===== src/rtl/jam_cost_server_if.sv =====
// Bundle between the cost server, its matrix-load source and the assignment engine.
// The master side drives the load words, the W/J read address and the result strobe.
interface jam_cost_server_if #(
  parameter int COST_W = 7,
  parameter int CNT_W  = 16
);
  logic              load_valid;
  logic [COST_W-1:0] load_data;
  logic              load_ready;
  logic [2:0]        W;
  logic [2:0]        J;
  logic [COST_W-1:0] Cost;
  logic              jam_rst;
  logic              Valid;
  logic [9:0]        MinCost;
  logic [3:0]        MatchCount;
  logic              done;
  logic [9:0]        res_min_cost;
  logic [3:0]        res_match;
  logic [CNT_W-1:0]  cycle_count;

  modport master (
    output load_valid, load_data, W, J, Valid, MinCost, MatchCount,
    input  load_ready, Cost, jam_rst, done, res_min_cost, res_match, cycle_count
  );

  modport slave (
    input  load_valid, load_data, W, J, Valid, MinCost, MatchCount,
    output load_ready, Cost, jam_rst, done, res_min_cost, res_match, cycle_count
  );
endinterface


===== src/rtl/jam_cost_server.sv =====
// Holds the 8x8 cost matrix, serves zero-latency W/J reads, keeps the engine in reset
// until all 64 words are loaded, then captures the engine result and times the search.
module jam_cost_server #(
  parameter int COST_W = 7,
  parameter int CNT_W  = 16
) (
  input  logic             CLK,
  input  logic             RST,
  jam_cost_server_if.slave bus
);

  typedef enum logic [1:0] {
    ST_LOAD = 2'd0,
    ST_RUN  = 2'd1,
    ST_DONE = 2'd2
  } state_t;

  state_t            state_q, state_d;
  logic [5:0]        ptr_q, ptr_d;
  logic              mem_we;
  logic [COST_W-1:0] mem_q [64];
  logic              jam_rst_q, jam_rst_d;
  logic              done_q, done_d;
  logic [9:0]        min_q, min_d;
  logic [3:0]        match_q, match_d;
  logic [CNT_W-1:0]  cnt_q, cnt_d;

  always_comb begin
    state_d = state_q;
    ptr_d   = ptr_q;
    mem_we  = 1'b0;
    done_d  = done_q;
    min_d   = min_q;
    match_d = match_q;
    cnt_d   = cnt_q;
    case (state_q)
      ST_LOAD: begin
        if (bus.load_valid) begin
          mem_we = 1'b1;
          ptr_d  = ptr_q + 6'd1;
          if (ptr_q == 6'd63) state_d = ST_RUN;
        end
      end
      ST_RUN: begin
        // The cycle that samples Valid is still counted.
        cnt_d = (&cnt_q) ? cnt_q : cnt_q + {{(CNT_W-1){1'b0}}, 1'b1};
        if (bus.Valid) begin
          min_d   = bus.MinCost;
          match_d = bus.MatchCount;
          done_d  = 1'b1;
          state_d = ST_DONE;
        end
      end
      ST_DONE: begin
        state_d = ST_DONE;
      end
      default: state_d = ST_LOAD;
    endcase
    jam_rst_d = (state_d != ST_RUN);
  end

  always_ff @(posedge CLK or posedge RST) begin
    if (RST) begin
      state_q   <= ST_LOAD;
      ptr_q     <= 6'd0;
      jam_rst_q <= 1'b1;
      done_q    <= 1'b0;
      min_q     <= 10'd0;
      match_q   <= 4'd0;
      cnt_q     <= '0;
    end else begin
      state_q   <= state_d;
      ptr_q     <= ptr_d;
      jam_rst_q <= jam_rst_d;
      done_q    <= done_d;
      min_q     <= min_d;
      match_q   <= match_d;
      cnt_q     <= cnt_d;
    end
  end

  // Matrix storage is deliberately not reset; a full reload always precedes use.
  always_ff @(posedge CLK) begin
    if (mem_we) mem_q[ptr_q] <= bus.load_data;
  end

  assign bus.load_ready   = (state_q == ST_LOAD);
  assign bus.Cost         = (state_q == ST_LOAD) ? '0 : mem_q[{bus.W, bus.J}];
  assign bus.jam_rst      = jam_rst_q;
  assign bus.done         = done_q;
  assign bus.res_min_cost = min_q;
  assign bus.res_match    = match_q;
  assign bus.cycle_count  = cnt_q;

endmodule


===== src/flat_wrapper.sv =====
// flat-port wrapper written by rule: the top's interface ports become plain ports
module jam_cost_server_flat 
#(
  parameter int COST_W = 7,
  parameter int CNT_W  = 16
)
  (CLK, RST, bus_load_valid, bus_load_data, bus_W, bus_J, bus_Valid, bus_MinCost, bus_MatchCount, bus_load_ready, bus_Cost, bus_jam_rst, bus_done, bus_res_min_cost, bus_res_match, bus_cycle_count);
  jam_cost_server_if #(.COST_W(COST_W), .CNT_W(CNT_W)) bus_i ();
  input  logic CLK;
  input  logic RST;
  input wire logic [$bits(bus_i.load_valid)-1:0] bus_load_valid;
  input wire logic [$bits(bus_i.load_data)-1:0] bus_load_data;
  input wire logic [$bits(bus_i.W)-1:0] bus_W;
  input wire logic [$bits(bus_i.J)-1:0] bus_J;
  input wire logic [$bits(bus_i.Valid)-1:0] bus_Valid;
  input wire logic [$bits(bus_i.MinCost)-1:0] bus_MinCost;
  input wire logic [$bits(bus_i.MatchCount)-1:0] bus_MatchCount;
  output wire logic [$bits(bus_i.load_ready)-1:0] bus_load_ready;
  output wire logic [$bits(bus_i.Cost)-1:0] bus_Cost;
  output wire logic [$bits(bus_i.jam_rst)-1:0] bus_jam_rst;
  output wire logic [$bits(bus_i.done)-1:0] bus_done;
  output wire logic [$bits(bus_i.res_min_cost)-1:0] bus_res_min_cost;
  output wire logic [$bits(bus_i.res_match)-1:0] bus_res_match;
  output wire logic [$bits(bus_i.cycle_count)-1:0] bus_cycle_count;
  assign bus_i.load_valid = bus_load_valid;
  assign bus_i.load_data = bus_load_data;
  assign bus_i.W = bus_W;
  assign bus_i.J = bus_J;
  assign bus_i.Valid = bus_Valid;
  assign bus_i.MinCost = bus_MinCost;
  assign bus_i.MatchCount = bus_MatchCount;
  assign bus_load_ready = bus_i.load_ready;
  assign bus_Cost = bus_i.Cost;
  assign bus_jam_rst = bus_i.jam_rst;
  assign bus_done = bus_i.done;
  assign bus_res_min_cost = bus_i.res_min_cost;
  assign bus_res_match = bus_i.res_match;
  assign bus_cycle_count = bus_i.cycle_count;
  jam_cost_server #(.COST_W(COST_W), .CNT_W(CNT_W)) u_core (.CLK(CLK), .RST(RST), .bus(bus_i));
endmodule

===== config.mk =====
export PLATFORM = sky130hd
export DESIGN_NAME = jam_cost_server_flat
export DESIGN_NICKNAME = d
export VERILOG_FILES = /design/src/rtl/jam_cost_server_if.sv /design/src/rtl/jam_cost_server.sv /design/src/flat_wrapper.sv
export SDC_FILE = /design/constraint.sdc
export NUM_CORES = 1
export LEC_CHECK = 0
export ABC_CLOCK_PERIOD_IN_PS = 3100
export CAP_MARGIN = 40
export CELL_PAD_IN_SITES_DETAIL_PLACEMENT = 1
export CELL_PAD_IN_SITES_GLOBAL_PLACEMENT = 1
export CORE_ASPECT_RATIO = 1.5
export CORE_MARGIN = 2
export CORE_UTILIZATION = 56
export CTS_BUF_LIST = sky130_fd_sc_hd__clkbuf_8
export DETAILED_ROUTE_END_ITERATION = 10
export PLACE_DENSITY_LB_ADDON = 0.25
export SYNTH_ARGS = -nofsm -noshare
export SYNTH_HDL_FRONTEND = slang
export SYNTH_SLANG_ARGS = --single-unit

===== constraint.sdc =====
create_clock -name CLK -period 3.1 [get_ports CLK]
set_input_delay 0.62 -clock CLK [delete_from_list [all_inputs] [get_ports CLK]]
set_output_delay 0.62 -clock CLK [all_outputs]
set_load 0.01 [all_outputs]

==> Yosys cells after proc, flatten, opt, wreduce, memory -nomap -nowiden <==
Memory sizes are Yosys's and may differ from the RTL's.
Index checks and enable logic that the tools add are counted.
{ "totals": {"register_bits": 40, "latch_bits": 0, "mem_bits_rw": 448, "romBits": 0, "in_bits": 31, "elab_cells": 29, "memories": 1} }
{ "memory_table": {"columns": ["name", "words", "width", "read_ports", "rd_clocked_by_memory_dff", "wr", "line", "rtl"], "rows": [
  ["u_core.mem_q", 64, 7, 1, 0, 1, "jam_cost_server.sv:21", "logic [COST_W-1:0] mem_q [64];"]
]} }
{ "op_classes": {"add_sub_neg": 2, "n_mul": 0, "n_div": 0, "magnitude_cmp": 0, "eq_ne": 4, "shift": 0, "mux": 9, "n_bitwise": 1, "reduce_logical": 5} }
{ "op_table": {"columns": ["op", "n"], "rows": [
  ["$add A16 B1 Y16 const B", 1],
  ["$reduce_and A16 Y1", 1],
  ["$mux W7", 1],
  ["$add A6 B1 Y6 const B", 1],
  ["$eq A6 B6 Y1 const B", 1],
  ["$mux W2", 3],
  ["$pmux W2 S3", 1],
  ["$reduce_and A2 Y1", 3],
  ["$mux W1", 4],
  ["$eq A2 B1 Y1 const B", 1],
  ["$eq A2 B2 Y1 const B", 1],
  ["$logic_not A2 Y1", 1],
  ["$ne A2 B1 Y1 const B", 1],
  ["$not A1 Y1", 1]
]} }

==> Logic depth before layout (Yosys ltp) <==
Gate-level depths: netlist of the first run.
{ "logic_depth": {"depth_word": 5, "mapped_depth": 9, "mapped_depth_nobuf": 5} }

==> Least setup slack after synthesis of the first run <==
OpenSTA, ideal clock, no wires.
{ "synth_timing": {"path_kind": "in2out", "start": "in bus_J[1]", "end": "out bus_Cost[0]", "arrival_time_ns": 2.005, "t_required_ns": 2.480, "setup_slack_ns": 0.475, "stages": 7, "cell_sequence": "buf_6 buf_8 buf_8 buf_4 mux4_2 a211oi_1 o41ai_1"} }
{ "synth_between": {"elab_chain_cells": 2} }
{ "synth_lines": {"columns": ["element", "line", "rtl"], "rows": [
  ["from (decl)", "flat_wrapper.sv:14", "input wire logic [$bits(bus_i.J)-1:0] bus_J;"],
  ["$mem_v2 Z64 W7", null, null],
  ["$mux W7", "jam_cost_server.sv:88", "assign bus.Cost = (state_q == ST_LOAD) ? '0 : mem_q[{bus.W, bus.J}];"],
  ["to (decl)", "flat_wrapper.sv:19", "output wire logic [$bits(bus_i.Cost)-1:0] bus_Cost;"]
]} }
No other way between the ends.

==> Worst setup path after layout of the first run <==
{ "layout_timing": {"start": "in bus_J[1]", "end": "out bus_Cost[1]"} }
The elaborated chain is that of the path after synthesis.

==> results of run 1 <==
==> area by class of cell <==
type                       instances  area, sq um  area share, %
clock inverter                    43          215          0.910
multi-input combinational        414         4830           20.4
inverter                           4         15.0         0.0635
timing repair buffer             265         2420           10.2
sequential                       488        14500           61.1
tap                              425          532           2.25
clock buffer                      86         1180           5.00
==> synth_stat cells (4+ instances only) <==
library cell  instances  area share (%)
buf_6                 9            0.53
o21ai_0               8            0.21
nor3_1                7            0.18
nand4_1               7            0.23
nand2_1              35            0.68
mux4_1                8             1.1
inv_1                 4           0.078
xnor2_1              12            0.55
o2111ai_1             7            0.32
buf_1                 4           0.078
mux2i_1              26             1.4
nand3_1              17            0.44
mux2_2               20             1.2
or3_1                 4            0.13
buf_4                 8            0.31
edfxtp_1            448              70
dfrtp_1              39             5.1
a21oi_1               5            0.13
buf_2                10            0.26
nor2b_1              12            0.39
xor2_1                8            0.36
nand2b_1              4            0.13
nor2_1               77             1.5
clkbuf_1             13            0.25
mux4_2              104              12
o21ai_1               4            0.10
a211oi_1              8            0.31
o22ai_1              13            0.42
==> critical path, delay by kind of cell <==
family	cells	cell delay (ps)
AOI/OAI and AO/OA	2	310
buffers and inverters	4	690
muxes	2	880
==> worst max path at each step <==
stage	endpoint	slack, ps	cells past startpoint
after floorplan	bus_Cost[0]	470	7
after global placement	bus_Cost[0]	-730	7
after detailed placement	bus_Cost[0]	-780	7
after CTS	bus_Cost[1]	-2	8
after global routing	bus_Cost[1]	-40	8
final	bus_Cost[1]	-30	8
==> where the power goes <==
part / internal, uW / total, uW / leakage (uW) / switching, uW
logic: 393 / 866 / 0.00288 / 473
registers: 7180 / 7180 / 0.00457 / 0
clock network: 2610 / 5150 / 0.000785 / 2540
total: 10200 / 13200 / 0.00824 / 3020
==> kinds of logic after synthesis <==
family / Yosys count / synth area share, %
flops: 488 / 75.0
xor+xnor: 20 / 0.909
compound gates: 57 / 2.05
mux: 158 / 15.8
fa+ha+maj: 2 / 0.130
buf+inv: 53 / 1.95
simple gates: 177 / 4.18
==> layer usage <==
layer / routed length (microns) / part of all wire, % / GRT usage, %
met1: 19300 / 35 / 38.4
met2: 29200 / 52 / 55.2
met3: 4110 / 7.4 / 6.66
met4: 3060 / 5.5 / 16.0
met5: 0 / 0 / 0
==> state kept, by name, indices dropped and copies added, names as in the netlist <==
signal and flops:
u_core.state_q 2, u_core.bus.cycle_count 16, u_core.bus.done 1, u_core.ptr_q 6, u_core.bus.jam_rst 1, u_core.bus.res_match 4
u_core.mem_q 448, u_core.bus.res_min_cost 10
==> repair_timing <==
item / CTS / global route
hold buffers: 0 / 0
resized for setup: 121 / 34
setup buffers: 20 / 7
gates cloned: 2 / 0
setup endpoints to repair: 7 / 7
pin swaps: 16 / 9
==> through the flow <==
stage | worst slack [ps] | std cells | setup TNS [ps] | area, sq um | util [%]
after floorplan | 475 | 955 | 0 | 19300 | -
after global placement | -731 | 1570 | -3370 | 21500 | 63.1
after detailed placement | -783 | 1570 | -3860 | 21500 | 63.1
after CTS | -2.29 | 1721 | -2.29 | 23500 | 69.0
after global routing | -42.6 | 1725 | -64.9 | 23700 | 69.4
final | -33.8 | 1725 | -33.8 | 23700 | 69.4
==> run metrics, run 1 <==
outcome=finished, violations left; failing checks=negative setup slack; root buf cell=clkbuf_8; first-pass GRT wire length=81400 microns; TritonCTS Sinks=488; most used cell, CP=buf_16; Remaining Overflow, GRT=0; Post-Synthesis Cells=about 960; WP data required=approximately 2500 ps; FP Rows=83; CTS Buf Count=a little over 70; P&R area growth vs syn=22.7%; Achievable Freq=319 MHz; Clock Path Buffers=3; max-cap violation count=0; overall die height=231 microns; Final WS setup=-33.8 ps; fillers=around 2800; Worst Tran Pin Value=843 ps; # port buffers=70; CP Cell Sequence=buf_16 > buf_16 > buf_4 > mux4_2 > mux2_2 > o21ai_2 > o21ai_4 > clkdlybuf4s15_2; YS warnings=0; PwrDens=between 500 and 600 mW/mm^2; CP Capture Type=output pin; Final min period=3130 ps; R2R cell count=6; commonest cells after routing, fill and taps aside=448 x edfxtp_1, 170 x buf_4, 109 x mux4_2; vias in the first global route=12150; vias per cell=6.45; P_leak=0.00824 uW; reg2reg setup slack=between 200 and 300 ps; hold slack final=403 ps; Hold Path Class=primary input to async pin; CP startpoint=bus_J[1]; Crit Reg-Reg Endpoint=u_core.mem_q[2][3]; Final Max Tran Viols=0; Yosys reg bits=488; DRT antenna net count=0; Core Footprint=0.0341 sq mm; CP startpoint kind=primary input; width of the die=155 microns; Syn Nets=988; Relative slew margins=43.8%; cell area after synthesis=0.0193 sq mm; Reg clk slew, reported paths=70 ps; first-pass iteration count of the detailed router=5; H-tree lvl count=3; final total power=13200 uW; via count=approximately 11000; share of cells above drive strength 1=39.2%; launching point of the worst reg2reg path=u_core.state_q[0]; effective utilization at floorplan=between 50 and 60%; TritonCTS clock tree=yes; predominant post-synthesis flop cell=edfxtp_1; Mapped Avg Cell Area=20.2 sq um; GPL Wtd Cong=just over 0.9; peak supply drop=0.346 mV; Final Setup Violations=1; initial antenna violation count=0; largest net degree at the start of global routing=65; Initial DRC Count=1112; total track usage=between 30% and 40%; Hold Vio Cnt, Final=0; # nets final=1278; worst skew pair latency=~650 ps; register area share after synthesis=between 70 and 80%; die area=0.0359 sq mm; Arr. time, crit path=about 2500 ps; DRC=0; commonest non-fill, non-tap cell in the layout=edfxtp_1; critical path class=primary input to output pin; diodes inserted=0; fraction of registers with async set/reset=8.20%; unique cell type count in the Yosys netlist=44; CP Max Fanout=8; average wire per standard cell=32.2 microns; Total Wirelength=55600 microns; Final period util=101%; Post-synth EDFFs=448; Setup Skew=31.8 ps; I/O Pins=71; Max stage delay on crit path=530 ps; Slowest-stage cell, CP=mux4_2; post-DP HPWL=34400 microns
No activity file was read; power rests on OpenSTA's default activity.
==> inputs of run 2 (changes only) <==
==> constraint.sdc (replaced) <==
create_clock -name CLK -period 3.1 [get_ports CLK]
set_input_delay 0.62 -clock CLK [delete_from_list [all_inputs] [get_ports CLK]]
set_output_delay 0.62 -clock CLK [all_outputs]
set_load 0.05 [all_outputs]
==> run 2 against run 1 <==
The flow still finishes with violations (negative setup slack); worst setup slack lost 75 ps; die area is the same; via count shrank 1.5%; critical path depth shrank 3; clock power shrank 7.4%; power shrank 2.7%; register-to-register slack gained 230 ps; clock skew grew 4.6 ps; wire length shrank 3.6%; critical path type is now flop to output pin; critical endpoint is now bus_Cost[4]; largest power group unchanged.
==> run metrics, run 2 (synthesis gave the netlist of run 1 again) <==
Relative slew margins=49.3%; failing checks=negative setup slack; FP Rows=83; final total power=12800 uW; unrepaired setup endpoints after global routing=true; H-tree lvl count=3; total track usage=a little under a third; vias in the first global route=11803; Crit path max-delay family=compound AO/OA/AOI/OAI gates; largest net degree at the start of global routing=65; WP data required=between 2000 and 2500 ps; P&R area growth vs syn=21.2%; outcome=finished, violations left; Final WS setup=-108 ps; min-delay src=bus_load_data[6]; first-pass GRT wire length=between 70000 and 80000 microns; Reg clk slew, reported paths=70 ps; Final Setup Violations=5; CP Max Fanout=1; Hold Path Depth=1; Achievable Freq=312 MHz; # nets final=1264; vias per cell=about 6.4; CP Cell Sequence=mux4_2 > o221ai_1 > o21ai_0 > a32o_2 > buf_12; critical path class=flop to output pin; R2R cell count=6; metal3 WL=4260 microns; P_leak=around 0.0081 uW; root buf cell=clkbuf_8; share of cells above drive strength 1=between 30% and 40%; Arr. time, crit path=2590 ps; Final period util=103%; Finished Core Util=68.5%; average wire per standard cell=31.4 microns; PwrDens=550 mW/mm^2; routed metal-1 wirelength=18800 microns; met2 WL=28200 microns; Clock Path Buffers=3; CTS Buf Count=70; Max stage delay on crit path=520 ps; Top reg by flops=u_core.mem_q; Hold Path Class=primary input to flop; Crit Reg-Reg Endpoint=u_core.mem_q[4][5]; hold slack final=412 ps; TritonCTS Sinks=488; Hold Vio Cnt, Final=0; DRT antenna net count=0; Final Max Tran Viols=0; hold endpoint=u_core.mem_q[49][6]; GPL Wtd Cong=~0.92; worst skew pair latency=650 ps; Setup Skew=36.4 ps; width of the die=155 microns; top sig layer=met4; launching point of the worst reg2reg path=u_core.state_q[0]; I/O Pins=71; Placed Cells=1574; CP startpoint kind=flop; Initial DRC Count=about 1200; worst path buffer plus inverter count=1; first-pass iteration count of the detailed router=5; post-DP HPWL=34000 microns; Worst Tran Pin Value=approximately 760 ps; # port buffers=70; overall die height=231 microns; peak supply drop=0.369 mV; CP Capture Type=output pin; Core Footprint=0.0341 sq mm; TritonCTS clock tree=yes; Final min period=3210 ps; Slowest-stage cell, CP=mux4_2; Layout Cells excl Fill=about 1700; max-cap violation count=0; die area=around 0.036 sq mm; commonest non-fill, non-tap cell in the layout=edfxtp_1; effective utilization at floorplan=56.6%; DRC=0; initial antenna violation count=1; reg2reg setup slack=510 ps; max reg flops=448; via count=10952; Total Wirelength=53600 microns; post-cts hold buffer count=0; Remaining Overflow, GRT=0; commonest cells after routing, fill and taps aside=448 x edfxtp_1, 161 x buf_4, 107 x mux4_2
[run 2: cell count changes in the layout (fill, tap and decap cells not counted), sizes merged]
cell / delta
inv: +4
buf: -13
dlygate4sd2: +1
diode: +1
clkbuf: -10
bufbuf: +2
bufinv: -1
clkdlybuf4s15: -2
[run 2: routing by layer]
layer / track usage (%) / vias up
met5: 0 / -
met4: 12.4 / 0
met3: 6.36 / 156
met2: 52.7 / 663
met1: 37.5 / 5697
li1: - / 4436
[run 2: power breakdown]
group	internal (uW)	total [uW]	switching [uW]
logic	397	888	491
registers	7180	7180	0
clock network	2270	4770	2500
[run 2: final cells by class]
class | instances | area [sq um]
flip-flops and latches | 488 | 14500
fillers | 2843 | 10700
multi-input cells | 414 | 4670
repair buffers | 253 | 2410
clock buffers | 76 | 1050
well taps | 425 | 532
clock inverters | 46 | 211
inverters | 4 | 15.0
diodes | 1 | 2.50
[run 2: how the worst max path moves through the flow]
| stage | startpoint | to | slack (ps) | depth (start not counted) |
|---|---|---|---|---|
| CTS | u_core.mem_q[4][5] | bus_Cost[5] | 3 | 6 |
| global placement | bus_W[1] | bus_Cost[4] | -250 | 9 |
| finish | u_core.mem_q[27][4] | bus_Cost[4] | -110 | 5 |
| global route | u_core.mem_q[27][4] | bus_Cost[4] | -140 | 5 |
| detailed placement | bus_W[1] | bus_Cost[6] | -260 | 9 |
| floorplan | bus_J[1] | bus_Cost[1] | 100 | 9 |
[run 2: per-stage QoR]
step	setup WS (ps)	setup TNS, ps	area (sq um)
after floorplan	96.9	0	19300
after global placement	-249	-917	21700
after detailed placement	-257	-1170	21700
after CTS	2.54	0	23200
after global routing	-140	-437	23300
final	-108	-244	23300
[run 2: repair_timing]
item,4_1_cts,5_1_grt
endpoints found under the setup margin,7,7
setup buffers,2,4
gates cloned,3,1
pin swaps,6,7
gates resized for setup,51,19
==> inputs of run 3 (changes only) <==
--- a/config.mk
+++ b/config.mk
@@ -13,8 +13,10 @@
 export CORE_MARGIN = 2
 export CORE_UTILIZATION = 56
 export CTS_BUF_LIST = sky130_fd_sc_hd__clkbuf_8
+export CTS_CLUSTER_DIAMETER = 40
 export DETAILED_ROUTE_END_ITERATION = 10
 export PLACE_DENSITY_LB_ADDON = 0.25
+export SKIP_LAST_GASP = 1
 export SYNTH_ARGS = -nofsm -noshare
 export SYNTH_HDL_FRONTEND = slang
 export SYNTH_SLANG_ARGS = --single-unit
==> run 3 against run 2 <==
The run still ends with negative setup slack left; non-clock buffer count up 15; die area unchanged; worst hold slack better by 26 ps; clock skew down 14 ps; critical path depth increased by 4; highest routed layer unchanged.
==> run metrics, run 3 (synthesis gave the netlist of run 1 again) <==
outcome=finished, violations left; failing checks=negative setup slack; PwrDens=~550 mW/mm^2; CTS Buf Count=70; dpl ws=-257 ps; TritonCTS Sinks=a little under 500; first-pass GRT wire length=77000 microns; max-cap violation count=0; FP Rows=83; Final min period=3140 ps; Relative slew margins=48.7%; Remaining Overflow, GRT=0; Clock Path Buffers=3; share of cells above drive strength 1=37.4%; vias in the first global route=11797; vias per cell=6.35; # port buffers=70; Setup Skew=22.8 ps; P_leak=0.00828 uW; effective utilization at floorplan=56.6%; unrepaired setup endpoints after global routing=true; post-cts hold buffer count=0; worst skew pair latency=630 ps; most used cell, CP=buf_12; largest net degree at the start of global routing=65; fillers=between 2000 and 3000; initial antenna violation count=1; GPL Wtd Cong=0.919; max reg flops=~450; flip-flop and latch area=~0.014 sq mm; area of the multi-input gates=0.00469 sq mm; Final Max Tran Viols=0; post-DP HPWL=34000 microns; Final WS setup=-36.2 ps; final total power=13100 uW; commonest non-fill, non-tap cell in the layout=edfxtp_1; I/O Pins=71; worst path buffer plus inverter count=4; Max stage delay on crit path=530 ps; first-pass iteration count of the detailed router=5; CP startpoint kind=primary input; width of the die=between 150 and 200 microns; root buf cell=clkbuf_8; Arr. time, crit path=around 2500 ps; TritonCTS clock tree=yes; total track usage=30.0%; Total Wirelength=roughly 54000 microns; commonest cells after routing, fill and taps aside=448 x edfxtp_1, 172 x buf_4, 106 x mux4_2; Top reg by flops=u_core.mem_q; die area=0.0359 sq mm; Slowest-stage cell, CP=mux4_2; CP Capture Type=output pin; WP data required=2480 ps; average wire per standard cell=31.1 microns; P&R area growth vs syn=22.4%; via count=approximately 11000; Worst Tran Pin Value=769 ps; Hold Path Class=primary input to flop; Hold Vio Cnt, Final=0; Final Setup Violations=2; Final period util=101%; Crit path max-delay family=multiplexers; critical path class=primary input to output pin; hold slack final=438 ps; peak supply drop=0.448 mV; CP Max Fanout=8; CP Cell Sequence=buf_12 > buf_16 > buf_4 > mux4_2 > mux2_2 > a2bb2oi_1 > nand3_1 > o21ai_2 > buf_12; Core Footprint=0.0341 sq mm; overall die height=~230 microns; DRC=0; Reg clk slew, reported paths=70 ps; Achievable Freq=319 MHz; H-tree lvl count=3; DRT antenna net count=0; # nets final=1279; Initial DRC Count=1111
run 3: cell count changes in the layout (fill, tap and decap cells not counted), sizes merged:
cell and change:
bufbuf -1, diode +1, clkbuf +1, buf +15, clkinv -7, clkdlybuf4s50 -1, dlymetal6s2s +1, inv +7
bufinv +3
run 3: timing repair:
item | CTS | global route
endpoints found under the setup margin | 7 | 7
setup buffers | 12 | 9
pin swaps | 11 | 5
resized for setup | 51 | 26
cloned | 2 | 2
run 3: final cells by class:
| class | instances | area share [%] |
|---|---|---|
| Sequential cell | 488 | 61.3 |
| Multi-Input combinational cell | 414 | 19.9 |
| Timing Repair Buffer | 268 | 10.8 |
| Clock buffer | 76 | 4.44 |
| Tap cell | 425 | 2.25 |
| Clock inverter | 49 | 1.26 |
| Inverter | 4 | 0.0637 |
| Antenna cell | 2 | 0.0212 |
run 3: path summary, 6_finish.rpt:
check                             startpoint                          to  slack [ps]  depth (start not counted)
setup / recovery                    bus_J[1]                 bus_Cost[1]         -40                          9
hold / removal              bus_load_data[6]         u_core.mem_q[54][6]         440                          1
setup reg to reg           u_core.state_q[0]         u_core.mem_q[52][4]         550                          6
hold reg to reg              u_core.bus.done             u_core.bus.done         470                          1
max in group asynchronous                RST          u_core.bus.jam_rst        2260                          3
min in group asynchronous                RST  u_core.bus.cycle_count[14]         460                          3
run 3: worst register-to-register path, cell delays in order, from the launching register on:
cell,delay [ps]
dfrtp_1,450
nor2_1,270
and2_1,190
nor2b_1,290
nand2_1,470
nor2_1,370
buf_4,210
run 3: power breakdown:
group	internal, uW	switching [uW]
registers	7180	0
logic	411	490
clock network	2530	2460
run 3: metrics by stage:
stage,util [%],cell area [sq um],std cells,TNS [ps]
5_1_grt,69.2,23600,1725,-183
3_3_place_gp,63.6,21700,1574,-917
6_report,69.2,23600,1726,-37.6
4_1_cts,68.6,23400,1713,-20.2
2_1_floorplan,-,19300,955,0
3_5_place_dp,63.6,21700,1574,-1170
run 3: routing by layer:
layer / GRT usage (%) / share of wire (%)
met3: 6.10 / 7.6
met1: 37.0 / 36
met5: 0 / 0
met4: 12.3 / 3.9
met2: 51.9 / 53
